<file path="src/rtl/vga_timing_ctrl.sv">
`default_nettype none
// ============================================================================
//  Module   : vga_timing_ctrl
//  Brief    : VGA 640x480@60 Hz timing generator and output stage. Produces
//             pixel coordinates for the renderer, blanks the returned colour
//             outside the visible area and delays hsync/vsync so that they
//             line up with the renderer's pipeline latency.
//  Revision : 1.0 - initial release
// ============================================================================
module vga_timing_ctrl #(
   parameter int H_ACTIVE = 640,
   parameter int H_FP     = 16,
   parameter int H_SYNC   = 96,
   parameter int H_BP     = 48,
   parameter int V_ACTIVE = 480,
   parameter int V_FP     = 10,
   parameter int V_SYNC   = 2,
   parameter int V_BP     = 33,
   parameter int RGB_LAT  = 1     // renderer latency, 0..4
) (
   input  logic       vga_clk,
   input  logic       rst_n,
   input  logic [2:0] rgb_in,
   output logic [9:0] posx,
   output logic [9:0] posy,
   output logic       video_on,
   output logic       frame_tick,
   output logic       hsync,
   output logic       vsync,
   output logic [2:0] rgb_out
);

   localparam int H_TOT = H_ACTIVE + H_FP + H_SYNC + H_BP;
   localparam int V_TOT = V_ACTIVE + V_FP + V_SYNC + V_BP;

   // 10-bit copies of the timing boundaries so every compare is width-matched
   localparam logic [9:0] H_LAST = 10'(H_TOT - 1);
   localparam logic [9:0] V_LAST = 10'(V_TOT - 1);
   localparam logic [9:0] H_VIS  = 10'(H_ACTIVE);
   localparam logic [9:0] V_VIS  = 10'(V_ACTIVE);
   localparam logic [9:0] HS_BEG = 10'(H_ACTIVE + H_FP);
   localparam logic [9:0] HS_END = 10'(H_ACTIVE + H_FP + H_SYNC);
   localparam logic [9:0] VS_BEG = 10'(V_ACTIVE + V_FP);
   localparam logic [9:0] VS_END = 10'(V_ACTIVE + V_FP + V_SYNC);

   logic [9:0] hcnt;
   logic [9:0] vcnt;
   logic       hs_raw;
   logic       vs_raw;

   // {hsync active, vsync active, video_on} before and after the delay line
   logic [2:0] raw_bus;
   logic [2:0] dly_bus;

   // Free-running pixel/line counters; the line counter advances on pixel wrap
   always_ff @(posedge vga_clk or negedge rst_n) begin
      if (!rst_n) begin
         hcnt <= '0;
         vcnt <= '0;
      end else if (hcnt == H_LAST) begin
         hcnt <= '0;
         vcnt <= (vcnt == V_LAST) ? 10'd0 : vcnt + 10'd1;
      end else begin
         hcnt <= hcnt + 10'd1;
      end
   end

   // Undelayed decode of the current counter position
   always_comb begin
      video_on   = (hcnt < H_VIS) && (vcnt < V_VIS);
      hs_raw     = (hcnt >= HS_BEG) && (hcnt < HS_END);
      vs_raw     = (vcnt >= VS_BEG) && (vcnt < VS_END);
      frame_tick = (hcnt == 10'd0) && (vcnt == V_VIS);
      raw_bus    = {hs_raw, vs_raw, video_on};
   end

   assign posx = hcnt;
   assign posy = vcnt;

   generate
      if (RGB_LAT == 0) begin : g_no_delay
         // Renderer is combinational: only the output register remains
         assign dly_bus = raw_bus;
      end else begin : g_delay
         logic [2:0] stage [RGB_LAT];

         // Delay line matching the renderer latency; cleared to "inactive"
         // so a reset never lets a stale sync or colour escape afterwards
         always_ff @(posedge vga_clk or negedge rst_n) begin
            if (!rst_n) begin
               for (int i = 0; i < RGB_LAT; i++) begin
                  stage[i] <= 3'b000;
               end
            end else begin
               stage[0] <= raw_bus;
               for (int i = 1; i < RGB_LAT; i++) begin
                  stage[i] <= stage[i-1];
               end
            end
         end

         assign dly_bus = stage[RGB_LAT-1];
      end
   endgenerate

   // Output register: active-low syncs and blanked colour toward the DAC
   always_ff @(posedge vga_clk or negedge rst_n) begin
      if (!rst_n) begin
         hsync   <= 1'b1;
         vsync   <= 1'b1;
         rgb_out <= 3'b000;
      end else begin
         hsync   <= ~dly_bus[2];
         vsync   <= ~dly_bus[1];
         rgb_out <= dly_bus[0] ? rgb_in : 3'b000;
      end
   end

endmodule
`default_nettype wire

</file>
<file path="config.mk">
export PLATFORM = sky130hd
export DESIGN_NAME = vga_timing_ctrl
export DESIGN_NICKNAME = d
export VERILOG_FILES = /design/src/rtl/vga_timing_ctrl.sv
export SDC_FILE = /design/constraint.sdc
export NUM_CORES = 1
export LEC_CHECK = 0
export ABC_CLOCK_PERIOD_IN_PS = 2100
export CAP_MARGIN = 20
export CORE_MARGIN = 4
export CORE_UTILIZATION = 35
export CTS_CLUSTER_DIAMETER = 120
export DETAILED_ROUTE_END_ITERATION = 16
export SYNTH_ARGS = -nofsm -noshare
export SYNTH_HDL_FRONTEND = slang
export SYNTH_SLANG_ARGS = --single-unit
export TNS_END_PERCENT = 50
</file>
<file path="constraint.sdc">
create_clock -name vga_clk -period 2.1 [get_ports vga_clk]
set_clock_uncertainty 0.15 [all_clocks]
set_input_delay 0.315 -clock vga_clk [delete_from_list [all_inputs] [get_ports vga_clk]]
set_output_delay 0.315 -clock vga_clk [all_outputs]
set_load 0.03 [all_outputs]
</file>
* Word-level counts from Yosys, hierarchy flattened
Cells that the tools add are included.
** Word-level totals
- Register bits :: 28
- Input bits :: 5
- Output and inout port bits :: 27
- Word-level logic and storage cells :: 27
** Cells by class
- Add/sub/neg operators :: 2
- $lt $le $gt $ge :: 6
- Eq/ne operators :: 3
- Mux-type cells :: 3
- Bitwise logic cells :: 2
- Reductions and logical operators :: 5
** Operator list (number)
- adder 10 x 1 -> 10 bit (second input constant) :: 2
- == test 10 bit (second input constant) :: 2
- < comparator 10 bit (second input constant) :: 2
- < comparator 10 x 9 -> 1 bit (second input constant) :: 2
- 2-to-1 mux 10 bit :: 2
- == test 10 x 9 -> 1 bit (second input constant) :: 1
- greater-or-equal comparator 10 bit (second input constant) :: 1
- greater-or-equal comparator 10 x 9 -> 1 bit (second input constant) :: 1
- zero test 10 bit :: 1
- logical AND 1 bit :: 4
- 2-to-1 mux 3 bit :: 1
- inverter 1 bit :: 2

* Logic depth before layout (Yosys ltp)
Gate-level depths: netlist of run 1.
- Word-level depth :: 2
- Mapped depth :: 6
- Depth with buffers taken out :: 5

* Least setup slack after synthesis of run 1
No wires, ideal clock.
- Kind :: register to output
- Start :: register vcnt[6], in the netlist posy[6]
- End :: output frame_tick
- Arrival :: 2184 ps
- Required time :: 1635 ps
- Path slack :: -549 ps
- Cell stages (with the launch flop) :: 5
- Path buffers :: 0
- Path through :: dfrtp_1 > nand4_1 > nor4_2 > nand4_1 > nor4b_1
** Between the ends
- Cells in the longest elaborated chain, start to end :: 2
** RTL lines
- from (decl) :: RTL line 47 : logic [9:0] vcnt;
- from (signal assigned) :: RTL line 62 : vcnt <= (vcnt == V_LAST) ? 10'd0 : vcnt + 10'd1;
- == test 10 x 9 -> 1 bit :: RTL line 73 : frame_tick = (hcnt == 10'd0) && (vcnt == V_VIS);
- logical AND 1 bit :: RTL line 73
- to (decl) :: RTL line 27 : output logic frame_tick,
No other way between the ends.

* Worst setup path in the final report of run 1
- Start :: register hcnt[1], in the netlist posx[1]
- End :: output frame_tick
** Between the ends
- Cells in the longest elaborated chain, start to end :: 2
** RTL lines
- from (decl) :: RTL line 46 : logic [9:0] hcnt;
- from (signal assigned) :: RTL line 64 : hcnt <= hcnt + 10'd1;
- zero test 10 bit :: RTL line 73
- logical AND 1 bit :: RTL line 73
No other way between the ends.

==> flow_metrics.env, run 1 <==
export IMPL_clock_sinks=28
export IMPL_met2_usage_pct=21.3
export IMPL_diodes=0
export IMPL_hold_viol=0
export IMPL_grt_max_degree=29
export IMPL_yosysTopAreaCell="dfrtp_1"
export IMPL_finalInstanceArea_um2=1900
export IMPL_cp_required_ns=1.63
export IMPL_core_um2=3720
export IMPL_postRouteAntennaNets=0
export IMPL_slew_violations=0
export IMPL_cellLeakagePower_nw=0.843
export IMPL_drt_first_pass_iters=4
export IMPL_syn_num_nets=133
export IMPL_vias_per_cell=4.89
export IMPL_end_kind="output pin"
export IMPL_async_reset_ff_share_pct=100
export IMPL_synth_cells=124
export IMPL_yosysWarnings=0
export IMPL_avgSynthCellArea_um2=10.9
export IMPL_gp_congestion=0.742
export IMPL_yosysUniqueCellTypes=35
export IMPL_holdWs_ns=0.207
export IMPL_totalWireLength_mm=3.05
export IMPL_violations="setup timing"
export IMPL_die_h_um=70.3
export IMPL_met1_usage_pct=17.2
export IMPL_die_x_um=70.3
export IMPL_finalCritPeriodShare_pct=102
export IMPL_grt_util_all_layers_pct=13.3
export IMPL_setup_viol=1
export IMPL_clock_latency_ns=0.27
export IMPL_crit_arrival_ns=1.68
export IMPL_grt_busiest_layer="met2"
export IMPL_cts_tree="yes"
export IMPL_numCtsBuffers=3
export IMPL_final_layout_size_suffix_gt1_share_pct=20.2
export IMPL_drc=0
export IMPL_cts_buffer_depth=2
export IMPL_hold_class="reg2reg"
export IMPL_antenna_found_initial=0
export IMPL_worstSetupPathType="reg2out"
export IMPL_synth_area_leaders="dfrtp_1 (48%), dfstp_2 (3.9%), ha_1 (3.7%)"
export IMPL_cts_hold_buf=0
export IMPL_clkSlewWorstSetupHoldPaths_ns=0.09
export IMPL_place_area_um2=1820
export IMPL_timing_fmax_mhz=465
export IMPL_synth_area_um2=1360
export IMPL_fin_crit_ns=2.15
export IMPL_met3_usage_pct=3.02
export IMPL_drtIter0Drc=45
export IMPL_rsz0062_at_grt="true"
export IMPL_grt_pass1_wl_mm=5.25
export IMPL_crit_path_start_kind="register"
export IMPL_fin_ws_ns=-0.0498
export IMPL_vias=1080
export IMPL_peakVddDrop_mv=0.189
export IMPL_dp_hpwl_mm=2.23
export IMPL_ioPinCount=32
export IMPL_htreeDepth=1
export IMPL_io_buffers=31
export IMPL_grt_overflow=0
export IMPL_utilization_pct=51.1
export IMPL_synth_seq_cells=28
export IMPL_wire_per_inst_um=13.8
export IMPL_synthFlopType="dfrtp_1"
export IMPL_worstMarginPinSlew_ns=0.361
export IMPL_maxCapViolCount=0
export IMPL_rows=22
export IMPL_synth_top_cell_area_share_pct=47.9
export IMPL_cp_max_fo=3
export IMPL_synth_common_cells="dfrtp_1 (26), nand2_1 (10), nor2_1 (9)"
export IMPL_grt_pass1_vias=1059
export IMPL_synth_most_common_cell="dfrtp_1"
export IMPL_synth_edf_count=0
export IMPL_areaGrowthSynthToFinish_pct=39.9
export IMPL_die_area_um2=4940
export IMPL_power_w=0.000873
export IMPL_nets=183
export IMPL_power_density_nw_per_um2=460
export IMPL_synth_seq_area_share_pct=51.8
export IMPL_status="finished with violations"
export IMPL_clockRootBuffer="clkbuf_8"
export IMPL_fin_setup_tns_ns=-0.0498
export IMPL_fillers=336
export IMPL_initial_core_util_pct=36.5
export IMPL_relSlewSlack_pct=75.9
[report_power, final]
part           switching, W  internal (W)
Sequential      0.000000752      0.000542
Clock              0.000161      0.000136
Combinational     0.0000192     0.0000140
Total              0.000181      0.000692
[final timing paths]
kind,startpoint,endpoint,slack [ns],cells past startpoint
setup / recovery,posx[1],frame_tick,-0.05,6
hold / removal,dly_bus[1],vsync,0.21,1
setup reg to reg,posx[1],posy[4],0.16,6
hold reg to reg,dly_bus[1],vsync,0.21,1
max in group asynchronous,rst_n,hsync,1.22,2
min in group asynchronous,rst_n,dly_bus[0],0.27,2
[kinds of logic after synthesis]
logic type	count (synthesis)	share of synthesized area (%)
AOI/OAI and AO/OA	17	7.65
DFF	28	51.8
xor gates and xnor gates	10	7.00
adders and majority gates	4	3.69
buffers and inverters	10	3.69
and+or+nand+nor	55	26.2
[layout by cell type (no fill, tap or decap), types with 2 or more instances in the layout]
cell type        instances
clkbuf_8                 3
xor2_1                   4
nand2_1                 10
nand4_4                  2
o2bb2ai_1                2
a21oi_1                  3
clkdlybuf4s50_1         29
nand2b_1                 3
xnor2_1                  5
dfrtp_1                 25
nor3_1                   4
buf_4                   17
and3_1                   3
nand4_1                  4
nor2_1                   9
o21ai_1                  3
or3_1                    2
o21ai_0                  6
inv_1                    7
dfstp_2                  2
ha_1                     4
nand3_1                  5
and2_1                   4
[routing by layer]
layer  part of all wire, %  routed length, µm
met3                   5.0                151
met4                   1.3                 39
met1                    45               1370
met2                    49               1480
met5                     0                  0
[state kept, by name (all words and copies together) (netlist names)]
register  count
posx         10
hsync         1
vsync         1
dly_bus       3
rgb_out       3
posy         10
[through the flow]
stage          cells  setup slack (ns)
2_1_floorplan    124           0.00994
3_3_place_gp     214             0.119
3_5_place_dp     214            0.0693
4_1_cts          219            -0.137
5_1_grt          221            -0.192
6_report         221           -0.0498
[critical path: stages (launching register included)]
cell and delay (ns):
dfrtp_1 0.41, inv_1 0.07, ha_1 0.14, nor4b_2 0.20, nand4_1 0.17, nor4b_4 0.26, buf_6 0.17
[layout make-up]
type,count,area (µm²),area share [%]
repair buffers,48,438,23.1
well taps,48,60.1,3.16
clock buffers,4,45.0,2.37
inverters,7,26.3,1.38
multi-input cells,86,626,32.9
flip-flops and latches,28,704,37.1
[repair_timing]
action,CTS,global route
pin swaps,0,0
gates cloned,0,0
endpoints found under the hold margin,0,0
resized for setup,3,0
setup endpoints to repair,2,2
setup buffers,1,2
Note: power is estimated with default switching activity, not from simulation.
==> inputs of run 2 (changes only) <==
--- a/config.mk
+++ b/config.mk
@@ -5,12 +5,13 @@
 export SDC_FILE = /design/constraint.sdc
 export NUM_CORES = 1
 export LEC_CHECK = 0
-export ABC_CLOCK_PERIOD_IN_PS = 2100
 export CAP_MARGIN = 20
 export CORE_MARGIN = 4
 export CORE_UTILIZATION = 35
 export CTS_CLUSTER_DIAMETER = 120
 export DETAILED_ROUTE_END_ITERATION = 16
+export GPL_TIMING_DRIVEN = 1
+export HOLD_SLACK_MARGIN = 0.08
 export SYNTH_ARGS = -nofsm -noshare
 export SYNTH_HDL_FRONTEND = slang
 export SYNTH_SLANG_ARGS = --single-unit
==> results of run 2 <==
No change in the layout: final DEF, timing and power equal those of run 1.
==> inputs of run 3 (changes only) <==
--- a/config.mk
+++ b/config.mk
@@ -5,6 +5,7 @@
 export SDC_FILE = /design/constraint.sdc
 export NUM_CORES = 1
 export LEC_CHECK = 0
+export ABC_CLOCK_PERIOD_IN_PS = 2100
 export CAP_MARGIN = 20
 export CORE_MARGIN = 4
 export CORE_UTILIZATION = 35
==> results of run 3 <==
No change in the layout: final DEF, timing and power equal those of run 1.
